`config.mk`:
```
export PLATFORM = sky130hd
export DESIGN_NAME = mcamcs_v2
export DESIGN_NICKNAME = d
export VERILOG_FILES = /design/src/rtl/mcamcs_v2.sv
export SDC_FILE = /design/constraint.sdc
export NUM_CORES = 1
export LEC_CHECK = 0
export ABC_CLOCK_PERIOD_IN_PS = 8600
export CAP_MARGIN = 0
export CELL_PAD_IN_SITES_DETAIL_PLACEMENT = 0
export CELL_PAD_IN_SITES_GLOBAL_PLACEMENT = 1
export CORE_MARGIN = 2
export CORE_UTILIZATION = 53
export DETAILED_ROUTE_END_ITERATION = 8
export GPL_TIMING_DRIVEN = 0
export PLACE_DENSITY_LB_ADDON = 0.15
export SETUP_SLACK_MARGIN = 0.1
export SLEW_MARGIN = 10
export SYNTH_ARGS = -nofsm -noshare
export SYNTH_HDL_FRONTEND = slang
export SYNTH_SLANG_ARGS = --single-unit
```
`constraint.sdc`:
```
create_clock -name clk -period 8.6 [get_ports clk]
set_clock_uncertainty 0.1 [all_clocks]
set_input_delay 2.15 -clock clk [delete_from_list [all_inputs] [get_ports clk]]
set_output_delay 2.15 -clock clk [all_outputs]
set_load 0.01 [all_outputs]
```
`src/rtl/mcamcs_v2.sv`:
```
// Multi-channel-analyser peak capture.
// On each trigger edge it opens a window, tracks the signed peak and where in the window it
// occurred, flags pile-up, and timestamps the event. Each finished event becomes a record in a
// small show-ahead FIFO with a valid/ready handshake. Records that find the FIFO full are
// dropped and counted.
module mcamcs_v2 #(
  parameter int unsigned DW     = 14,
  parameter int unsigned TW     = 18,
  parameter int unsigned TSHIFT = 7,
  parameter int unsigned CW     = 64,
  parameter int unsigned WINW   = 11,
  parameter int unsigned FDEPTH = 4,
  parameter int unsigned OFFBIN = 0
) (
  input  logic            clk,
  input  logic            rst,
  input  logic            trg,
  input  logic [DW-1:0]   ain,
  input  logic            enable,
  input  logic [WINW-1:0] win_len,
  output logic [DW-1:0]   pout,
  output logic [TW-1:0]   tout,
  output logic [WINW-1:0] ppos,
  output logic            pileup,
  output logic            ovalid,
  input  logic            oready,
  output logic [15:0]     drop_cnt,
  output logic            busy
);

  localparam int unsigned AW = $clog2(FDEPTH);

  localparam logic [1:0] S_IDLE = 2'd0;
  localparam logic [1:0] S_ACQ  = 2'd1;
  localparam logic [1:0] S_EMIT = 2'd2;

  localparam logic [WINW-1:0] LEN_ONE  = WINW'(1);
  localparam logic [AW-1:0]   PTR_ONE  = AW'(1);
  localparam logic [AW:0]     CNT_ONE  = (AW + 1)'(1);
  localparam logic [AW:0]     CNT_FULL = (AW + 1)'(FDEPTH);
  localparam logic [CW-1:0]   TICK_ONE = CW'(1);

  logic [CW-1:0]          r_cnt;
  logic                   r_trg_d;
  logic [1:0]             r_state;
  logic [WINW-1:0]        r_len;
  logic [WINW-1:0]        r_wcnt;
  logic [WINW-1:0]        r_pos;
  logic [TW-1:0]          r_ts;
  logic signed [DW-1:0]   r_peak;
  logic                   r_pu;
  logic [15:0]            r_drop;

  logic [DW-1:0]          r_mem_peak [FDEPTH];
  logic [TW-1:0]          r_mem_ts   [FDEPTH];
  logic [WINW-1:0]        r_mem_pos  [FDEPTH];
  logic                   r_mem_pu   [FDEPTH];
  logic [AW-1:0]          r_wptr;
  logic [AW-1:0]          r_rptr;
  logic [AW:0]            r_count;

  logic                   w_edge;
  logic signed [DW-1:0]   w_step0;
  logic [WINW-1:0]        w_len_eff;
  logic                   w_full;
  logic                   w_pop;
  logic                   w_push;
  logic                   w_drop;
  logic                   w_rec_pu;

  assign w_edge    = trg & ~r_trg_d;
  // Offset-binary samples become two's complement by flipping the MSB.
  assign w_step0   = (OFFBIN != 0) ? {~ain[DW-1], ain[DW-2:0]} : ain;
  assign w_len_eff = (win_len == '0) ? LEN_ONE : win_len;
  assign w_full    = (r_count == CNT_FULL);
  assign w_pop     = ovalid & oready;
  // A pop in the same cycle frees a slot, even when the FIFO is full.
  assign w_push    = (r_state == S_EMIT) & (~w_full | w_pop);
  assign w_drop    = (r_state == S_EMIT) & w_full & ~w_pop;
  // A trigger edge during EMIT still marks the outgoing record as piled up.
  assign w_rec_pu  = r_pu | w_edge;

  // Free-running timestamp counter and trigger delay register.
  always_ff @(posedge clk or negedge rst) begin
    if (!rst) begin
      r_cnt   <= '0;
      r_trg_d <= 1'b0;
    end else begin
      r_cnt   <= r_cnt + TICK_ONE;
      r_trg_d <= trg;
    end
  end

  // Window control FSM and peak tracking datapath.
  always_ff @(posedge clk or negedge rst) begin
    if (!rst) begin
      r_state <= S_IDLE;
      r_len   <= '0;
      r_wcnt  <= '0;
      r_pos   <= '0;
      r_ts    <= '0;
      r_peak  <= '0;
      r_pu    <= 1'b0;
    end else begin
      case (r_state)
        S_IDLE: begin
          if (enable && w_edge) begin
            r_len   <= w_len_eff;
            r_ts    <= r_cnt[TSHIFT+TW-1:TSHIFT];
            r_peak  <= w_step0;
            r_pos   <= '0;
            r_pu    <= 1'b0;
            r_wcnt  <= LEN_ONE;
            r_state <= (w_len_eff == LEN_ONE) ? S_EMIT : S_ACQ;
          end
        end
        S_ACQ: begin
          // Strict compare keeps the earliest position on ties.
          if (w_step0 > r_peak) begin
            r_peak <= w_step0;
            r_pos  <= r_wcnt;
          end
          if (w_edge) begin
            r_pu <= 1'b1;
          end
          if (r_wcnt == r_len - LEN_ONE) begin
            r_state <= S_EMIT;
          end else begin
            r_wcnt <= r_wcnt + LEN_ONE;
          end
        end
        S_EMIT: begin
          r_state <= S_IDLE;
        end
        default: begin
          r_state <= S_IDLE;
        end
      endcase
    end
  end

  // FIFO storage; contents are only visible through valid entries, so no reset is needed.
  always_ff @(posedge clk) begin
    if (w_push) begin
      r_mem_peak[r_wptr] <= r_peak;
      r_mem_ts[r_wptr]   <= r_ts;
      r_mem_pos[r_wptr]  <= r_pos;
      r_mem_pu[r_wptr]   <= w_rec_pu;
    end
  end

  // FIFO pointers and occupancy.
  always_ff @(posedge clk or negedge rst) begin
    if (!rst) begin
      r_wptr  <= '0;
      r_rptr  <= '0;
      r_count <= '0;
    end else begin
      if (w_push) begin
        r_wptr <= r_wptr + PTR_ONE;
      end
      if (w_pop) begin
        r_rptr <= r_rptr + PTR_ONE;
      end
      case ({w_push, w_pop})
        2'b10:   r_count <= r_count + CNT_ONE;
        2'b01:   r_count <= r_count - CNT_ONE;
        default: r_count <= r_count;
      endcase
    end
  end

  // Saturating count of records lost to a full FIFO.
  always_ff @(posedge clk or negedge rst) begin
    if (!rst) begin
      r_drop <= '0;
    end else if (w_drop && (r_drop != 16'hFFFF)) begin
      r_drop <= r_drop + 16'd1;
    end
  end

  assign ovalid   = (r_count != '0);
  assign pout     = ovalid ? r_mem_peak[r_rptr] : '0;
  assign tout     = ovalid ? r_mem_ts[r_rptr]   : '0;
  assign ppos     = ovalid ? r_mem_pos[r_rptr]  : '0;
  assign pileup   = ovalid ? r_mem_pu[r_rptr]   : 1'b0;
  assign drop_cnt = r_drop;
  assign busy     = (r_state != S_IDLE);

endmodule
```
==> results of run 1 <==
==> power breakdown <==
group | switching [uW] | internal (uW) | total (uW)
logic | 729 | 897 | 1630
registers | 161 | 1680 | 1840
clock network | 513 | 697 | 1210
==> area by class of cell <==
class                           count  area, sq um
Multi-Input combinational cell    497         3960
Timing Repair Buffer               95         1000
Clock buffer                       37          776
Fill cell                        1792         8510
Buffer                             35          145
Clock inverter                     17          139
Sequential cell                   293         8210
Tap cell                          319          399
Inverter                           34          128
==> sequential cells by signal, summed over array words and instances, names as in the netlist <==
register	flops
r_wcnt	11
r_pu	1
r_len	11
r_mem_pos	44
r_count	3
r_trg_d	1
r_pos	11
drop_cnt	16
r_peak	14
r_wptr	2
r_rptr	2
r_state	2
r_mem_peak	56
r_cnt	25
r_mem_ts	72
r_ts	18
r_mem_pu	4
==> worst max-delay path, stage by stage (launching register included) <==
cell and delay, ps:
dfrtp_1 320, clkbuf_1 540, buf_1 790, mux4_2 650, and2_1 180, clkdlybuf4s50_1 470
==> worst min path at each step <==
stage | cells after the start | endpoint | slack [ps] | startpoint
2_1_floorplan | 1 | r_cnt[5] | 330 | r_cnt[5]
3_3_place_gp | 1 | r_cnt[5] | 360 | r_cnt[5]
3_5_place_dp | 1 | r_cnt[24] | 370 | r_cnt[24]
4_1_cts | 1 | r_cnt[24] | 380 | r_cnt[24]
5_1_grt | 1 | r_cnt[5] | 390 | r_cnt[5]
6_report | 1 | r_cnt[5] | 370 | r_cnt[5]
==> per-layer routing <==
metal  vias up  part of all wire (%)  wire length (um)  global-route usage (%)
li1       3379                     -                 -                       -
met1      3537                    47             11000                    28.6
met2       128                    48             11400                    33.0
met3        27                   3.7               861                    2.53
met4         0                   1.3               309                    3.85
met5         -                     0                 0                       0
==> stage by stage <==
stage	cell area (sq um)	hold WS, ps	instances
3_3_place_gp	13700	356	1269
3_5_place_dp	13800	367	1273
2_1_floorplan	12400	334	859
6_report	14800	375	1327
5_1_grt	14800	391	1327
4_1_cts	14800	377	1327
==> placed cells by master, fill, tap and decap left out, drive strengths merged, types with 3 or more instances in the layout <==
cell | synthesis | layout
a21o | 3 | 3
clkbuf | 22 | 59
mux2 | 15 | 15
nor3 | 7 | 7
o21ai | 17 | 17
o31ai | 7 | 7
xnor2 | 39 | 39
nor2b | 6 | 6
and3 | 9 | 9
and2 | 50 | 50
and4 | 5 | 5
inv | 34 | 35
mux2i | 14 | 14
a22o | 3 | 3
edfxtp | 176 | 176
o211ai | 4 | 4
ha | 23 | 23
or3 | 10 | 10
buf | 13 | 18
nor2 | 17 | 17
clkdlybuf4s50 | 0 | 90
nand2 | 125 | 125
dfrtp | 117 | 117
a211oi | 3 | 3
a21oi | 6 | 6
nand4 | 6 | 6
xor2 | 16 | 16
or4 | 8 | 8
nand3 | 29 | 29
mux4 | 44 | 44
clkinv | 0 | 13
or2 | 7 | 7
==> logic make-up after synthesis <==
group	share of synthesized area (%)
AO/OA/AOI/OAI	3.22
XOR/XNOR	3.87
adder cells (fa/ha/maj)	2.48
buffers and inverters	2.19
flip-flops	66.0
multiplexers	10.5
AND/OR/NAND/NOR	11.7
==> metrics.txt, run 1 <==
status=finished, final reports clean; # H-tree levels=1; Mapped Area=12400 sq um; Final Total Pwr=4680 uW; crit path max fanout=10; Synth top area share=42.5%; CTS root buf=clkbuf_16; Max-slew headroom=34.7%; Worst R2R Path Depth=10; Cell Pwr Density=317 nW/um^2; I/O pin total=92; # setup viols final=0; DRT antenna net count=0; RSZ-0062 raised after global routing=false; Setup WS post-layout=2850 ps; Tot GR Track Use=19.8%; nets@finish=1039; critical path launch point=r_rptr[0]; R2R setup slack=5100 ps; Max Cap Viol=0; Post-synth EDFFs=176; Post-DP HPWL=15400 um; cts-stage hold buffer count=0; Vias/cell=5.33; Final Hold Viols=0; fin. max-slew vios=0; startpoint types=flop; Async SR Flop Fraction=39.9%; Commonest cells post-synth=176 x edfxtp_1, 125 x nand2_1, 117 x dfrtp_1; post-CTS setup buffers=0; min-delay worst type=reg2reg; dpl ws=3130 ps; global-route wire length before repair=38000 um; minimum clock period=5750 ps; reg2reg start=r_len[0]; P_leak=0.00574 uW; cell taking the most area after synthesis=edfxtp_1; antenna violations before repair=0; CTS tree=done; net count after synthesis=913; die height=157 um; Die ar.=24700 sq um; Iteration-0 DRC Markers=377; Port Buf Inserts=91; syn_area_per_cell=14.5 sq um; post-layout util=63.4%; Max VDD drop=0.181 mV; final wirelength=23500 um; Die Wd=157 um; post-synthesis sequential element count=293; Antenna diodes=0; fmax=0.174 GHz; cell row count=56; Area Overhead vs Synth=18.7%; cells after synthesis=859; Least-Margin Pin Slew=979 ps; total CTS buffers=29; YS warnings=0; vias in the first global route=7037; setup TNS=0 ps; Starting Density=53.5%; largest net degree at the start of global routing=84; fraction of layout cells with a size suffix above 1=12.9%; main area contributors after synthesis=edfxtp_1 42%, dfrtp_1 24%, mux4_2 8.0%, nand2_1 3.8%, xnor2_1 2.7%; Setup crit end=ppos[1]; kind of critical path=reg2out; DR vias=7071; DRT Pass-1 Iters=4; predominant post-synthesis flop cell=edfxtp_1; CTS clk-pin slew, worst paths=60 ps; Clock Latency Late Sink=540 ps; Synth cell types=56; Crit. End Element=primary output; PostCTS Resize Cnt=0; Core ar.=23300 sq um; CTS max path bufs=3; worst reg2reg path endpoint=r_wcnt[9]; Crit path arrival time=3500 ps; clock sinks=293; global route overflow=0; Seq/Total Area, Yosys=66.0%; GP Congestion=0.776; wire per inst=17.7 um; most common cell in the netlist=edfxtp_1; Required @ worst endpoint=6350 ps; final period utilization=66.8%; Residual DRC=0
Power figures use the tool's default switching activity.
==> run 2: changes to the inputs <==
--- a/config.mk
+++ b/config.mk
@@ -5,12 +5,12 @@
 export SDC_FILE = /design/constraint.sdc
 export NUM_CORES = 1
 export LEC_CHECK = 0
-export ABC_CLOCK_PERIOD_IN_PS = 8600
+export ABC_CLOCK_PERIOD_IN_PS = 5200
 export CAP_MARGIN = 0
 export CELL_PAD_IN_SITES_DETAIL_PLACEMENT = 0
 export CELL_PAD_IN_SITES_GLOBAL_PLACEMENT = 1
 export CORE_MARGIN = 2
-export CORE_UTILIZATION = 53
+export CORE_UTILIZATION = 44
 export DETAILED_ROUTE_END_ITERATION = 8
 export GPL_TIMING_DRIVEN = 0
 export PLACE_DENSITY_LB_ADDON = 0.15
==> constraint.sdc (replaced) <==
create_clock -name clk -period 5.2 [get_ports clk]
set_clock_uncertainty 0.1 [all_clocks]
set_input_delay 1.3 -clock clk [delete_from_list [all_inputs] [get_ports clk]]
set_output_delay 1.3 -clock clk [all_outputs]
set_load 0.01 [all_outputs]
==> metrics.txt, run 2 (synthesized netlist as in run 1, its figures left out) <==
largest net degree at the start of global routing=73 (-13%); Hold Crit Start=r_cnt[5]; Top reg by flops=r_mem_ts; fraction of layout cells with a size suffix above 1=13.2% (+0.31 points); final period utilization=92.7%; Port Buf Inserts=91 (unchanged); DR vias=7020 (-0.72%); Max Cap Viol=0 (unchanged); dpl ws=630 ps (-2500 ps); global-route wire length before repair=38800 um (+2.2%); Setup WS post-layout=381 ps (-2470 ps); CTS tree=done; CTS max path bufs=3 (unchanged); worst reg2reg path endpoint=r_wcnt[10]; CTS root buf=clkbuf_16; Cell Pwr Density=529 nW/um^2 (+67%); Residual DRC=0 (unchanged); wire per inst=17.4 um (-2.0%); DRT Pass-1 Iters=4 (unchanged); # setup viols final=0 (unchanged); P_leak=0.00576 uW (+0.25%); post-layout util=53.5% (-10 points); most frequent cells in the layout=176 x edfxtp_1, 125 x nand2_1, 117 x dfrtp_1; hold path endpoint=r_cnt[5]; Required @ worst endpoint=3800 ps (-2550 ps); Die ar.=29600 sq um (+20%); kind of critical path=reg2out; die height=172 um (+9.5%); # H-tree levels=1 (unchanged); Crit path largest cell delay=760 ps (-30 ps); max FFs per register=72 (unchanged); reg2reg start=r_len[0]; Area Overhead vs Synth=19.4%; DRT antenna net count=0 (unchanged); Core ar.=27800 sq um (+19%); Crit path arrival time=3420 ps (-80 ps); Top Registers=r_mem_ts: 72 flops, r_mem_peak: 56 flops, r_mem_pos: 44 flops; Top Layer Used=met4; minimum clock period=4820 ps; Worst R2R Path Depth=10 (unchanged); status=finished, final reports clean; Post-DP Area=13900 sq um (+0.13%); Starting Density=44.8% (-8.7 points); Clock Latency Late Sink=550 ps (about the same); most common cell after layout, fill and taps aside=edfxtp_1; Least-Margin Pin Slew=921 ps (-57.6 ps); Max-slew headroom=38.6% (+3.8 points); CP cell instances=clkbuf_1 > buf_1 > mux4_2 > and2_1 > clkdlybuf4s50_1; Final Total Pwr=7860 uW (+68%); startpoint types=flop; Final Hold Viols=0 (unchanged); metal1 wirelength=11300 um (+3.3%); Tot GR Track Use=17.0% (-2.8 points); CTS clk-pin slew, worst paths=60 ps (about the same); min-delay worst type=reg2reg; CP Depth=5 (unchanged); total CTS buffers=30 (+3.4%); cell row count=61 (+8.9%); met2 wire length=11400 um (+0.22%); cts-stage hold buffer count=0 (unchanged); Iteration-0 DRC Markers=447 (+19%); vias in the first global route=7020 (-0.24%); delay-heaviest family, CP=buffers and inverters; GP Congestion=0.762 (-1.8%); R2R setup slack=1690 ps (-3410 ps); met3 wire len=936 um (+8.7%); post-CTS setup buffers=0 (unchanged); crit path max fanout=10 (unchanged); Crit. End Element=primary output; slowest cell on the critical path=buf_1; fmax=0.208 GHz; Post-DP HPWL=15500 um (+0.45%); Antenna diodes=0 (unchanged); antenna violations before repair=0 (unchanged); Max VDD drop=0.273 mV (+50%); I/O pin total=92 (unchanged); Final Cell Area=14900 sq um (+0.65%); clock sinks=293 (unchanged); worst hold-check slack=367 ps (-7.58 ps); CP bufs+invs=3 (unchanged); Die Wd=172 um (+9.5%); global route overflow=0 (unchanged); final wirelength=24100 um (+2.3%); Hold Path Depth=1 (unchanged); fin. max-slew vios=0 (unchanged); nets@finish=1037 (-0.19%); RSZ-0062 raised after global routing=false; Vias/cell=5.07 (-4.9%)
[run 2: changes by cell type in the layout (fill, tap and decap cells not counted), moves of 3 or more]
cell / before / now
and2_4: 1 / 4
clkbuf_8: 2 / 7
and2_2: 3 / 0
buf_12: 3 / 0
clkbuf_1: 27 / 30
clkinv_1: 5 / 0
[run 2: final cells by class]
| cell class | instances | area [sq um] |
|---|---|---|
| clock buffer | 47 | 906 |
| sequential | 293 | 8210 |
| clock inverter | 9 | 78.8 |
| multi-input combinational | 497 | 3960 |
| timing repair buffer | 92 | 940 |
| fill | 2390 | 12900 |
| buffer | 35 | 154 |
| tap | 378 | 473 |
| inverter | 34 | 128 |
[run 2: repair_timing]
action                                  4_1_cts  5_1_grt
hold endpoints to repair                      0        0
gates cloned                                  0        0
gates resized for setup                       2        2
endpoints found under the setup margin        3        7
[run 2: layer usage]
metal  GRT usage, %  vias to the layer above
met1           24.4                     3510
li1               -                     3372
met4           3.51                        0
met2           27.9                      111
met5              0                        -
met3           2.56                       27
[run 2: how the worst max path moves through the flow]
stage | start | to | slack, ps
finish | r_rptr[0] | pout[2] | 380
global placement | rst | r_ts[4] | -2370
detailed placement | ain[11] | r_peak[9] | 630
global route | r_rptr[0] | pout[8] | 110
floorplan | ain[1] | r_peak[10] | 1690
CTS | r_rptr[0] | tout[4] | 230
[run 2: where the power goes]
group	leakage (uW)	internal (uW)	total, uW	switching (uW)
logic	0.00217	1490	2700	1220
clock network	0.000481	1240	2100	860
registers	0.00310	2780	3050	271
[run 2: through the flow]
stage | setup TNS, ps | cells
after CTS | 0 | 1385
after global placement | -278090 | 1328
final | 0 | 1385
after detailed placement | 0 | 1329
after floorplan | 0 | 859
after global routing | 0 | 1385
